$ cat src/rtl/pipeline_stall_ctrl.sv
// Central stall/flush controller for the 5-stage pipeline: per-latch enables and
// bubble strobes, a small wait/stall/halt FSM, and saturating stall/flush counters.
module pipeline_stall_ctrl #(
    parameter int CNT_W = 16
) (
    input  logic             CLK,
    input  logic             nRST,
    input  logic             lw_hazard,
    input  logic             ihit,
    input  logic             dmem_req,
    input  logic             dhit,
    input  logic             branch_taken,
    input  logic             jump_id,
    input  logic             halt_mem,
    output logic             pc_en,
    output logic             ifid_en,
    output logic             idex_en,
    output logic             exmem_en,
    output logic             memwb_en,
    output logic             ifid_flush,
    output logic             idex_flush,
    output logic             exmem_flush,
    output logic             memwb_flush,
    output logic             halt,
    output logic [CNT_W-1:0] stall_cnt,
    output logic [CNT_W-1:0] flush_cnt
);

    localparam logic [1:0] RUN        = 2'd0;
    localparam logic [1:0] LOAD_STALL = 2'd1;
    localparam logic [1:0] MEM_WAIT   = 2'd2;
    localparam logic [1:0] HALTED     = 2'd3;

    logic [1:0] state;
    logic [1:0] next_state;
    logic       mem_miss;
    logic       halt_now;
    logic       count_stall;
    logic       count_flush;

    assign mem_miss = dmem_req && !dhit;
    // A HALT reaching MEM still waits for its own data access to complete.
    assign halt_now = (state == HALTED) || (halt_mem && !mem_miss);

    always_comb begin
        pc_en       = 1'b0;
        ifid_en     = 1'b0;
        idex_en     = 1'b0;
        exmem_en    = 1'b0;
        memwb_en    = 1'b0;
        ifid_flush  = 1'b0;
        idex_flush  = 1'b0;
        exmem_flush = 1'b0;
        memwb_flush = 1'b0;
        halt        = 1'b0;
        count_flush = 1'b0;
        next_state  = RUN;
        if (!nRST) begin
            next_state = RUN;
        end else if (halt_now) begin
            halt       = 1'b1;
            next_state = HALTED;
        end else if (mem_miss) begin
            memwb_en    = 1'b1;
            memwb_flush = 1'b1;
            next_state  = MEM_WAIT;
        end else begin
            pc_en    = 1'b1;
            ifid_en  = 1'b1;
            idex_en  = 1'b1;
            exmem_en = 1'b1;
            memwb_en = 1'b1;
            if (branch_taken) begin
                ifid_flush  = 1'b1;
                idex_flush  = 1'b1;
                count_flush = 1'b1;
            end else if (lw_hazard && state != LOAD_STALL) begin
                pc_en      = 1'b0;
                ifid_en    = 1'b0;
                idex_flush = 1'b1;
                next_state = LOAD_STALL;
            end else if (jump_id) begin
                // The redirect cannot advance the PC until the fetch slot is valid.
                pc_en       = ihit;
                ifid_flush  = 1'b1;
                count_flush = 1'b1;
            end else if (!ihit) begin
                pc_en      = 1'b0;
                ifid_flush = 1'b1;
            end
        end
    end

    assign count_stall = nRST && !halt_now && !pc_en;

    always_ff @(posedge CLK or negedge nRST) begin
        if (!nRST) begin
            state     <= RUN;
            stall_cnt <= '0;
            flush_cnt <= '0;
        end else begin
            state <= next_state;
            if (count_stall && stall_cnt != {CNT_W{1'b1}})
                stall_cnt <= stall_cnt + CNT_W'(1);
            if (count_flush && flush_cnt != {CNT_W{1'b1}})
                flush_cnt <= flush_cnt + CNT_W'(1);
        end
    end

endmodule

$ cat config.mk
export PLATFORM = sky130hd
export DESIGN_NAME = pipeline_stall_ctrl
export DESIGN_NICKNAME = d
export VERILOG_FILES = /design/src/rtl/pipeline_stall_ctrl.sv
export SDC_FILE = /design/constraint.sdc
export NUM_CORES = 1
export LEC_CHECK = 0
export ABC_CLOCK_PERIOD_IN_PS = 1880
export BUFFER_PORTS_ARGS = -buffer_cell sky130_fd_sc_hd__buf_2
export CORE_MARGIN = 2
export CORE_UTILIZATION = 41
export CTS_CLUSTER_SIZE = 8
export DETAILED_ROUTE_END_ITERATION = 12
export PLACE_DENSITY = 0.68
export SETUP_SLACK_MARGIN = 0.4
export SLEW_MARGIN = 15
export SYNTH_ARGS = -nofsm -noshare
export SYNTH_HDL_FRONTEND = slang
export SYNTH_SLANG_ARGS = --single-unit
$ cat constraint.sdc
create_clock -name CLK -period 1.88 [get_ports CLK]
set_clock_uncertainty 0.15 [all_clocks]
set_input_delay 0.188 -clock CLK [delete_from_list [all_inputs] [get_ports CLK]]
set_output_delay 0.188 -clock CLK [all_outputs]
set_load 0.01 [all_outputs]
Yosys cells after proc, flatten, opt, wreduce, memory -nomap -nowiden
Index checks and enable logic that the tools add are counted.
{"block": "op_classes", "addsub": 2, "n_eq_ne": 4, "mux": 45, "reduce_logical": 12}
{"operator": "2-to-1 mux 1 bit", "n": 42}
{"operator": "adder 16 x 1 -> 16 bit, second input constant", "n": 2}
{"operator": "inequality test 16 bit, second input constant", "n": 2}
{"operator": "logical AND 1 bit", "n": 7}
{"operator": "2-to-1 mux 2 bit", "n": 3}
{"operator": "zero test 1 bit", "n": 4}
{"operator": "== test 2 bit, second input constant", "n": 1}
{"operator": "inequality test 2 x 1 -> 1 bit, second input constant", "n": 1}
{"operator": "logical OR 1 bit", "n": 1}
{"block": "word_totals", "regBits": 34, "input_bits": 9, "out_inout_bits": 42}

Logic depth before layout (Yosys ltp)
Gate-level depths: netlist (run 1).
{"block": "logic_depth", "word_depth": 10, "ltp_mapped": 7, "mapped_depth_nobuf": 6}

Least setup slack after synthesis (run 1)
No wires, ideal clock.
{"block": "synth_path", "kind": "reg2reg", "startpoint": "reg flush_cnt[0]", "endpoint": "reg flush_cnt[1]", "setup_time_ns": 0.125, "t_arrival_ns": 1.846, "t_required_ns": 1.605, "setup_slack_ns": -0.241, "stages_incl_launch_ff": 6, "n_path_buf": 0, "period_less_slack_ns": 2.121, "cell_sequence": "dfrtp_1 -> ha_1 -> nand3_4 -> or4_4 -> o221ai_4 -> mux2_4"}
{"block": "synth_between", "elab_chain_len": 2}
{"element": "start, declared", "line_no": "26", "rtl": "output logic [CNT_W-1:0] flush_cnt"}
{"element": "start signal, assigned", "line_no": "106", "rtl": "flush_cnt <= flush_cnt + CNT_W'(1);"}
{"element": "branches (longest 2 deep; another with adder 16 x 1 -> 16 bit)"}
Parallel ways; which one is timed is not known.
A chain may end at the register's enable or synchronous reset.

Worst setup path in the final report (run 1)
{"block": "layout_path", "startpoint": "reg flush_cnt[1]", "endpoint": "reg flush_cnt[1]"}
The elaborated chain is that of the path after synthesis.

==> results.json, run 1 <==
{
  "tritoncts_clock_tree": "yes",
  "critPathKind": "flip-flop to flip-flop",
  "post-route-worst-setup-slack_ps": -90.1,
  "number_of_antenna_violations_at_the_first_check_in_global_routing": 0,
  "post_route_cells_drive_above_1_share_pct": 60.6,
  "finalMaxSlewViolations": 0,
  "worstPathRequired_ps": 1910,
  "antenna-diode-count": 0,
  "worst-endpoint-arrival_ps": 2000,
  "grt_pass1_vias": 1729,
  "irDropWorstVdd_mv": 0.889,
  "cts-root-to-sink-buffers": 2,
  "timing.critical_path.fanout_max": 8,
  "initial_utilization_pct": 42.2,
  "floorplan.die.width_um": 70.5,
  "p_leak_nw": 1.46,
  "seq_area_um2": 856,
  "grt_util_all_layers_pct": 19.8,
  "synth_compound_gate_area_share_pct": 8.15,
  "post_synth_instance_area_mm2": 0.00181,
  "synth_enable_flop_cells": 0,
  "grt-ovfl-total": 0,
  "ys_seq_elements": 34,
  "synth_adder_area_share_pct": 1.38,
  "post_detail_place_hpwl_mm": 3.17,
  "drt-pass1-iter-count": 4,
  "post_synth_mux_area_share_pct": 5.18,
  "clk_root_buffer_cell": "sky130_fd_sc_hd__clkbuf_8",
  "run_status": "finished, violations left",
  "yosys.area.top_type": "sky130_fd_sc_hd__dfrtp_1",
  "seq_power_share_pct": 34.9,
  "antenna_violating_nets_post_route": 0,
  "p_sw_share_pct": 29.9,
  "clk_latency_ps": 300,
  "timing.final.crit_period_ps": 1970,
  "pin_count_of_the_biggest_net_entering_global_routing": 29,
  "dominant_combinational_cell_family_by_area_after_synthesis": "simple AND/OR/NAND/NOR gates",
  "routed_wire_length_per_instance_um": 14.9,
  "post-route-period-util_pct": 105,
  "port-buffer-count": 49,
  "drv.max_cap_violation_count": 0,
  "p_total_mw": 2.66,
  "nets": 284,
  "clock_sink_count": 34,
  "route.detailed.vias_per_inst": 5.09,
  "fin_tns_setup_ps": -283,
  "num_io_pins": 51,
  "finalSetupViolCount": 8,
  "synth_area_per_cell_um2": 10.5,
  "floorplan.core_area_mm2": 0.00429,
  "cts_max_level": 2,
  "drtIter0Drc": 89,
  "final_common_cell": "sky130_fd_sc_hd__buf_2",
  "layout-area-overhead-vs-synth_pct": 61.0,
  "num-fill-cells": 324,
  "synthesized_netlist_net_count": 184,
  "wl_mm": 4.85,
  "std_cell_rows": 24,
  "internal-power_mw": 1.86,
  "asyncSetResetFlopFracSynth_pct": 100,
  "post_synth_xor_area_fraction_pct": 11.6,
  "failed_checks": "negative hold slack, negative setup slack",
  "area_share_of_the_largest_cell_type_after_synthesis_pct": 47.0,
  "pwr-share-clk_pct": 32.4,
  "floorplan.die.height_um": 70.5,
  "gp_congestion": 0.773,
  "clkSlewWorstSetupHoldPaths_ps": 80,
  "synthSimpleGateAreaFrac_pct": 23.8,
  "multiInputGateArea_mm2": 0.00116,
  "crit_path_start_kind": "flip-flop",
  "rr_startpoint": "flush_cnt[1]",
  "comb_power_share_pct": 32.7,
  "hold_buffers": 1,
  "drcViolationCount": 0,
  "min_path_type": "input port to async pin",
  "most_frequent_cells_in_the_layout": "46 x sky130_fd_sc_hd__buf_2, 36 x sky130_fd_sc_hd__buf_4, 30 x sky130_fd_sc_hd__dfrtp_1, 12 x sky130_fd_sc_hd__buf_6, 11 x sky130_fd_sc_hd__xnor2_1",
  "timing.reg2reg.worst_path_depth": 5,
  "hold_viol_final": 24,
  "rsz0062_at_grt": "true",
  "max_freq_ghz": 0.508,
  "floorplan.die_area_mm2": 0.00497,
  "reg2reg_to": "flush_cnt[1]",
  "final.hold.worst_slack_ps": -198,
  "ys_top_cells_by_area": "sky130_fd_sc_hd__dfrtp_1 47%, sky130_fd_sc_hd__xnor2_1 7.3%, sky130_fd_sc_hd__mux2_2 4.4%",
  "total_switching_power_mw": 0.793,
  "via_count": 1660,
  "global_route_wire_length_before_repair_mm": 7.83,
  "end_kind": "flip-flop",
  "synthesis.instances": 173,
  "synth_flop_cell": "sky130_fd_sc_hd__dfrtp_1",
  "synth_cell_types": 36,
  "cts_inserted_buffers": 5,
  "power.density_mw_per_mm2": 911,
  "synth_warnings": 0,
  "reg2reg_setup_slack_ps": -90,
  "synth_sequential_area_ratio_pct": 47.0
}
==> per-layer routing <==
layer | up-vias | wire [µm] | global-route usage (%) | part of all wire, %
li1 | 802 | - | - | -
met1 | 811 | 1930 | 23.6 | 40
met2 | 37 | 2660 | 35.8 | 55
met3 | 10 | 167 | 4.18 | 3.4
met4 | 0 | 89 | 5.56 | 1.8
met5 | - | 0 | 0 | 0
==> flip-flops by register name, summed over array words and instances, names as in the netlist <==
register,count
flush_cnt,16
stall_cnt,16
state,2
==> metrics by stage <==
| stage | std cells | setup slack (ps) | area, µm² | hold WS (ps) | util [%] |
|---|---|---|---|---|---|
| 6_report | 326 | -90.1 | 2920 | -198 | 67.9 |
| 3_3_place_gp | 309 | -93.7 | 2530 | 16.7 | 59.0 |
| 3_5_place_dp | 309 | -109 | 2530 | 23.2 | 59.0 |
| 2_1_floorplan | 173 | -151 | 1950 | -258 | - |
| 4_1_cts | 324 | -87.5 | 2840 | -185 | 66.0 |
| 5_1_grt | 326 | -163 | 2920 | -154 | 67.9 |
==> cells in the mapped netlist, types with 3 or more instances <==
library cell and count:
sky130_fd_sc_hd__a21oi_1 4, sky130_fd_sc_hd__and2_1 4, sky130_fd_sc_hd__and3_1 7, sky130_fd_sc_hd__dfrtp_1 34, sky130_fd_sc_hd__inv_1 6, sky130_fd_sc_hd__mux2_2 7
sky130_fd_sc_hd__nand2_1 14, sky130_fd_sc_hd__nand2b_1 3, sky130_fd_sc_hd__nand3_1 11, sky130_fd_sc_hd__nand4_1 10, sky130_fd_sc_hd__nor2_1 14, sky130_fd_sc_hd__nor3_1 6
sky130_fd_sc_hd__o21ai_0 3, sky130_fd_sc_hd__xnor2_1 15, sky130_fd_sc_hd__xor2_1 9
==> logic make-up after synthesis <==
kind of cell / after synthesis
muxes: 8
buffers and inverters: 9
adders and majority gates: 2
AOI/OAI and AO/OA: 17
other: 1
and+or+nand+nor: 78
xor gates and xnor gates: 24
DFF: 34
==> power by group through the flow <==
stage | combinational, mW | clock (mW) | sequential, mW
after floorplan | 0.279 | 0 | 1.04
after global routing | 0.948 | 0.888 | 0.943
after CTS | 0.828 | 0.855 | 0.925
after global placement | 0.762 | 0 | 0.936
final | 0.867 | 0.861 | 0.928
after detailed placement | 0.775 | 0 | 0.940
==> what timing repair did <==
| action | in CTS | in global routing |
|---|---|---|
| pin swaps | 9 | 5 |
| cloned | 0 | 0 |
| endpoints found under the hold margin | 34 | 24 |
| setup endpoints to repair | 41 | 41 |
| gates resized for setup | 27 | 14 |
| setup buffers | 6 | 2 |
==> area by class of cell <==
type	instances	area share, %
multi-input combinational	130	39.9
sequential	34	29.3
timing repair buffer	96	22.8
clock buffer	6	2.83
tap	52	2.23
clock inverter	2	2.06
inverter	6	0.858
==> critical path, stage by stage (launching register included) <==
cell	delay [ps]
sky130_fd_sc_hd__dfrtp_2	390
sky130_fd_sc_hd__ha_4	150
sky130_fd_sc_hd__nand3_4	70
sky130_fd_sc_hd__or4_4	500
sky130_fd_sc_hd__o221ai_4	270
sky130_fd_sc_hd__mux2_4	330
==> worst max path at each step <==
stage | startpoint | endpoint | slack [ps] | cells past startpoint
floorplan | flush_cnt[1] | flush_cnt[1] | -150 | 5
global placement | flush_cnt[1] | flush_cnt[1] | -90 | 5
detailed placement | flush_cnt[1] | flush_cnt[1] | -110 | 5
CTS | flush_cnt[1] | flush_cnt[1] | -90 | 5
global route | flush_cnt[1] | flush_cnt[0] | -160 | 7
finish | flush_cnt[1] | flush_cnt[1] | -90 | 5
No activity file was read; power rests on OpenSTA's default activity.
==> run 2: changes to the inputs <==
ABC_CLOCK_PERIOD_IN_PS = 2460   (was 1880)
PLACE_DENSITY = 0.65   (was 0.68)
clock period = 2.46 ns   (was 1.88 ns; I/O delays follow)
==> run 2 against run 1 <==
Net effect: the run now ends clean; routed wire length decreased by 19%; die area unchanged; sequential share of layout area increased by 6.6 points; hold slack improved by 260 ps; non-clock buffer count decreased by 29; register-to-register slack improved by 520 ps; global-route usage decreased by 3.9 points; largest cell class unchanged.
==> results.json, run 2 (synthesis gave the netlist of run 1 again) <==
{
  "cts-root-to-sink-buffers": 2,
  "via_count": 1531,
  "antenna_violating_nets_post_route": 0,
  "grt_pass1_vias": 1371,
  "instance_count_along_the_most_critical_hold_path": 2,
  "seq_area_um2": 856,
  "port-buffer-count": 49,
  "finalMaxSlewViolations": 0,
  "tritoncts_clock_tree": "yes",
  "rr_startpoint": "flush_cnt[0]",
  "drcViolationCount": 0,
  "pin_count_of_the_biggest_net_entering_global_routing": 34,
  "cp_num_buf_inv": 0,
  "grt-ovfl-total": 0,
  "worst_hold_path.endpoint": "state[1]",
  "clkSlewWorstSetupHoldPaths_ps": 70,
  "finalSetupViolCount": 0,
  "route.met3.wl_um": 208,
  "post-route-period-util_pct": 82.4,
  "clock_sink_count": 34,
  "route.detailed.vias_per_inst": 5.15,
  "worstPathRequired_ps": 2490,
  "clk_latency_ps": 290,
  "final_common_cell": "sky130_fd_sc_hd__buf_2",
  "crit_path_start_kind": "flip-flop",
  "cts_max_level": 2,
  "end_kind": "flip-flop",
  "grt_util_all_layers_pct": 15.9,
  "timing_worst_slew_pin_value_ps": 510,
  "fin_tns_setup_ps": 0,
  "route.met2.wl_mm": 1.93,
  "initial_utilization_pct": 42.2,
  "antenna-diode-count": 0,
  "cts_inserted_buffers": 5,
  "biggestRegsByFlops": "flush_cnt (16), stall_cnt (16), state (2)",
  "power.density_mw_per_mm2": 691,
  "routed_wire_length_per_instance_um": 13.2,
  "post_route_cells_drive_above_1_share_pct": 41.6,
  "reg2reg_setup_slack_ps": 430,
  "floorplan.die.width_um": 70.5,
  "tightest_slew_margin_relative_to_the_limit_pct": 65.8,
  "cp_top_family": "simple AND/OR/NAND/NOR gates",
  "layout-area-overhead-vs-synth_pct": 31.5,
  "hold_viol_final": 0,
  "nets": 255,
  "gp_congestion": 0.762,
  "floorplan.die.height_um": 70.5,
  "wl_met1_mm": 1.75,
  "crit_slowest_cell": "sky130_fd_sc_hd__or4_4",
  "p_leak_nw": 1.20,
  "reg2reg_to": "flush_cnt[1]",
  "timing.critical_path.cells": "ha_4 > nand3_4 > or4_4 > o221ai_4 > mux2_4",
  "drt-pass1-iter-count": 4,
  "floorplan.core_area_mm2": 0.00429,
  "number_of_antenna_violations_at_the_first_check_in_global_routing": 0,
  "wl_mm": 3.93,
  "placed_inst_area_mm2": 0.00213,
  "timing.reg2reg.worst_path_depth": 5,
  "topRoutingLayerUsed": "met4",
  "rsz0062_at_grt": "true",
  "critPathKind": "flip-flop to flip-flop",
  "drtIter0Drc": 83,
  "worst-endpoint-arrival_ps": 2050,
  "clk_root_buffer_cell": "sky130_fd_sc_hd__clkbuf_8",
  "final.hold.worst_slack_ps": 58.8,
  "post_detail_place_hpwl_mm": 2.68,
  "timing.final.crit_period_ps": 2030,
  "std_cell_rows": 24,
  "irDropWorstVdd_mv": 0.448,
  "num_io_pins": 51,
  "hold_path.startpoint": "nRST",
  "run_status": "finished, final reports clean",
  "finish.instance_area_mm2": 0.00238,
  "max_freq_ghz": 0.493,
  "most_frequent_cells_in_the_layout": "49 x sky130_fd_sc_hd__buf_2, 30 x sky130_fd_sc_hd__dfrtp_1, 15 x sky130_fd_sc_hd__xnor2_1, 14 x sky130_fd_sc_hd__nand2_1, 14 x sky130_fd_sc_hd__nor2_1",
  "drv.max_cap_violation_count": 0,
  "min_path_type": "input port to flip-flop",
  "global_route_wire_length_before_repair_mm": 6.22,
  "num-fill-cells": 387,
  "timing.critical_path.fanout_max": 8,
  "floorplan.die_area_mm2": 0.00497,
  "cp_max_stage_delay_ps": 520,
  "multiInputGateArea_um2": 947
}
==> run 2: cell count changes in the layout (fill, tap and decap cells not counted), sizes merged <==
cell    previous run  this run
clkinv             0         1
clkbuf             6         8
buf               95        65
bufinv             2         0
==> run 2: layer usage <==
layer	vias up	GRT usage, %
li1	747	-
met1	741	20.4
met2	37	24.7
met3	6	4.33
met4	0	7.69
met5	-	0
==> run 2: layout make-up <==
cell class / count / share of cell area, %
inverters: 6 / 0.945
repair buffers: 67 / 16.8
clock inverters: 1 / 0.210
well taps: 52 / 2.73
clock buffers: 7 / 3.62
flip-flops and latches: 34 / 35.9
multi-input cells: 130 / 39.8
==> run 2: per-stage QoR <==
step	power (mW)	setup slack, ps	util, %	instances
floorplan	0.972	413	-	173
global placement	1.12	336	49.7	274
detailed placement	1.13	284	49.7	274
CTS	1.60	413	53.3	288
global route	1.75	353	55.5	297
finish	1.65	432	55.5	297
==> run 2: repair_timing <==
| action | in CTS | in global routing |
|---|---|---|
| endpoints found under the hold margin | 34 | 0 |
| pin swaps | 2 | 3 |
| endpoints found under the setup margin | 16 | 17 |
| hold buffers | 2 | 0 |
| setup buffers | 4 | 9 |
| gates resized for setup | 2 | 13 |
==> run 2: how the worst max path moves through the flow <==
stage	cells past startpoint	to	slack, ps	startpoint
6_report	5	flush_cnt[1]	430	flush_cnt[0]
3_3_place_gp	5	flush_cnt[1]	340	flush_cnt[0]
2_1_floorplan	5	flush_cnt[1]	410	flush_cnt[0]
5_1_grt	8	stall_cnt[0]	350	stall_cnt[0]
4_1_cts	5	flush_cnt[1]	410	flush_cnt[0]
3_5_place_dp	7	stall_cnt[10]	280	stall_cnt[0]
==> run 2: power by group <==
part | total [mW] | switching, mW | internal, mW | leakage (nW)
Sequential | 0.744 | 0.101 | 0.643 | 0.447
Clock | 0.431 | 0.205 | 0.226 | 0.0482
Combinational | 0.471 | 0.226 | 0.245 | 0.704
==> run 3: changes to the inputs <==
ABC_AREA = 1   (was default)
ABC_CLOCK_PERIOD_IN_PS = 1700   (was 2460)
clock period = 1.7 ns   (was 2.46 ns; I/O delays follow)
==> run 3 against run 2 <==
Net effect: the flow now finishes with violations (negative setup slack); setup slack worse by 470 ps; combinational power rose by 94%; critical path depth is 2 higher; hold slack worse by 37 ps; cell count increased by 76%; sequential share of layout area is 13 points lower; die area up 26%; clock power is 51% higher; routed wire length rose by 88%; register-to-register slack worse by 410 ps; largest power group unchanged.
==> results.json, run 3 <==
{
  "number_of_antenna_violations_at_the_first_check_in_global_routing": 0,
  "via_count": 2652,
  "yosysMostFrequentCell": "sky130_fd_sc_hd__nand2_1",
  "finalSetupViolCount": 3,
  "crit_slowest_cell": "sky130_fd_sc_hd__dfrtp_1",
  "worstPathRequired_ps": 1380,
  "gp_congestion": 0.900,
  "cts_max_level": 2,
  "cp_num_buf_inv": 3,
  "timing_worst_slew_pin_value_ps": 498,
  "num_io_pins": 51,
  "max_freq_ghz": 0.575,
  "area_share_of_the_largest_cell_type_after_synthesis_pct": 36.7,
  "post_route_cells_drive_above_1_share_pct": 44.1,
  "failed_checks": "negative setup slack",
  "p_leak_nw": 1.90,
  "post_detail_place_hpwl_mm": 4.42,
  "instance_count_along_the_most_critical_hold_path": 4,
  "hold_viol_final": 0,
  "floorplan.die.width_um": 79.2,
  "grt_pass1_vias": 2367,
  "cts-root-to-sink-buffers": 2,
  "nets": 461,
  "wl_mm": 7.38,
  "timing.critical_path.fanout_max": 3,
  "worst-endpoint-arrival_ps": 1420,
  "placed_inst_area_mm2": 0.00291,
  "routed_wire_length_per_instance_um": 14.1,
  "clk_root_buffer_cell": "sky130_fd_sc_hd__clkbuf_8",
  "ys_top_cells_by_area": "sky130_fd_sc_hd__dfrtp_1 37%, sky130_fd_sc_hd__nand2_1 23%, sky130_fd_sc_hd__nand3_1 5.4%",
  "floorplan.core_area_mm2": 0.00547,
  "synth_area_per_cell_um2": 7.07,
  "irDropWorstVdd_mv": 0.587,
  "timing.final.crit_period_ps": 1740,
  "layout-area-overhead-vs-synth_pct": 62.8,
  "clock_sink_count": 34,
  "end_kind": "primary output",
  "ys_seq_elements": 34,
  "crit_path_start_kind": "flip-flop",
  "grt_util_all_layers_pct": 23.3,
  "synth_warnings": 0,
  "std_cell_rows": 27,
  "global_route_wire_length_before_repair_mm": 11.4,
  "tritoncts_clock_tree": "yes",
  "power.density_mw_per_mm2": 706,
  "synthesized_netlist_net_count": 339,
  "run_status": "finished, violations left",
  "detailedPlace.worstSlack_ps": 13.9,
  "timing.reg2reg.worst_path_depth": 9,
  "asyncSetResetFlopFracSynth_pct": 100,
  "grt-ovfl-total": 0,
  "pin_count_of_the_biggest_net_entering_global_routing": 24,
  "antenna_violating_nets_post_route": 0,
  "post-route-worst-setup-slack_ps": -37.8,
  "cp_top_family": "simple AND/OR/NAND/NOR gates",
  "min_path_type": "input port to flip-flop",
  "biggestRegsByFlops": "flush_cnt (16), stall_cnt (16), state (2)",
  "synth_sequential_area_ratio_pct": 36.7,
  "finish.instance_area_mm2": 0.00378,
  "p_total_mw": 2.67,
  "post_synth_instance_area_mm2": 0.00232,
  "clkSlewWorstSetupHoldPaths_ps": 70,
  "post-route-period-util_pct": 102,
  "initial_utilization_pct": 42.4,
  "synthesis.instances": 328,
  "antenna-diode-count": 0,
  "cts_inserted_buffers": 5,
  "tightest_slew_margin_relative_to_the_limit_pct": 66.5,
  "synth_enable_flop_cells": 0,
  "rsz0062_at_grt": "true",
  "cp_max_stage_delay_ps": 390,
  "clk_latency_ps": 300,
  "port-buffer-count": 49,
  "final_common_cell": "sky130_fd_sc_hd__nand2_1",
  "yosys.area.top_type": "sky130_fd_sc_hd__dfrtp_1",
  "drtIter0Drc": 145,
  "route.detailed.vias_per_inst": 5.07,
  "drt-pass1-iter-count": 5,
  "most_frequent_cells_after_synthesis": "141 x sky130_fd_sc_hd__nand2_1, 34 x sky130_fd_sc_hd__dfrtp_1, 30 x sky130_fd_sc_hd__inv_1",
  "timing.critical_path.cells": "nand2_2 > nand4_4 > nor2_4 > buf_4 > nand2_4 > inv_2 > buf_6",
  "crit_cells": 7,
  "synth_cell_types": 29,
  "finalMaxSlewViolations": 0,
  "critPathKind": "flip-flop to primary output",
  "synth_flop_cell": "sky130_fd_sc_hd__dfrtp_1",
  "final.hold.worst_slack_ps": 21.9,
  "drv.max_cap_violation_count": 0,
  "fin_tns_setup_ps": -52.8,
  "most_frequent_cells_in_the_layout": "120 x sky130_fd_sc_hd__nand2_1, 46 x sky130_fd_sc_hd__buf_6, 37 x sky130_fd_sc_hd__buf_4, 28 x sky130_fd_sc_hd__buf_2",
  "floorplan.die.height_um": 79.2,
  "floorplan.die_area_mm2": 0.00628,
  "drcViolationCount": 0
}
## run 3: area by class of cell
| class | instances | area (µm²) |
|---|---|---|
| repair inverters | 1 | 8.76 |
| clock inverters | 2 | 12.5 |
| clock buffers | 6 | 82.6 |
| inverters | 32 | 133 |
| flip-flops and latches | 34 | 862 |
| fillers | 436 | 1700 |
| multi-input cells | 258 | 1520 |
| well taps | 72 | 90.1 |
| repair buffers | 118 | 1070 |
## run 3: worst register-to-register path, cell delays in order, from the launching register on
cell	delay [ps]
sky130_fd_sc_hd__dfrtp_1	390
sky130_fd_sc_hd__nand2_2	110
sky130_fd_sc_hd__nand4_4	110
sky130_fd_sc_hd__nor2_4	160
sky130_fd_sc_hd__buf_4	140
sky130_fd_sc_hd__nand2_4	60
sky130_fd_sc_hd__buf_4	170
sky130_fd_sc_hd__buf_4	160
sky130_fd_sc_hd__nand4_1	70
sky130_fd_sc_hd__nand2_1	60
## run 3: through the flow
step                cells  util (%)
floorplan             328         -
global placement      468      53.1
detailed placement    468      53.1
CTS                   505      63.9
global route          523      69.0
finish                523      69.0
## run 3: kinds of logic (layout without fill, tap and decap cells)
family | after synthesis | in the layout | synth area share (%)
AOI/OAI and AO/OA | 8 | 8 | 2.27
xor gates and xnor gates | 17 | 17 | 6.42
adders and majority gates | 2 | 2 | 1.08
buffers and inverters | 38 | 159 | 7.44
DFF | 34 | 34 | 36.7
other | 1 | 1 | 0.162
and+or+nand+nor | 228 | 230 | 46.0
## run 3: final timing paths
path,startpoint,end,slack (ps)
max in group asynchronous,nRST,flush_cnt[3],780
min in group asynchronous,nRST,stall_cnt[4],300
worst min-delay path,dhit,state[1],20
worst max-delay path,state[0],pc_en,-40
worst max register to register,state[0],stall_cnt[1],20
worst min register to register,flush_cnt[15],flush_cnt[15],400
## run 3: routing by layer
metal / GRT usage [%] / wire length, µm / vias to the layer above / part of all wire [%]
met3: 3.41 / 375 / 14 / 5.1
met2: 39.6 / 3740 / 92 / 51
li1: - / - / 1289 / -
met5: 0 / 0 / - / 0
met1: 31.2 / 3120 / 1257 / 42
met4: 6.03 / 143 / 0 / 1.9
## run 3: power by group
group	internal (mW)	switching, mW
combinational	0.460	0.454
clock	0.326	0.327
sequential	0.919	0.183
total	1.70	0.964
## run 3: repair_timing
| action | 4_1_cts | 5_1_grt |
|---|---|---|
| pin swaps | 21 | 7 |
| endpoints found under the setup margin | 49 | 63 |
| hold endpoints to repair | 35 | 0 |
| gates cloned | 4 | 0 |
| hold buffers | 2 | 0 |
| setup buffers | 23 | 18 |
| gates resized for setup | 59 | 36 |
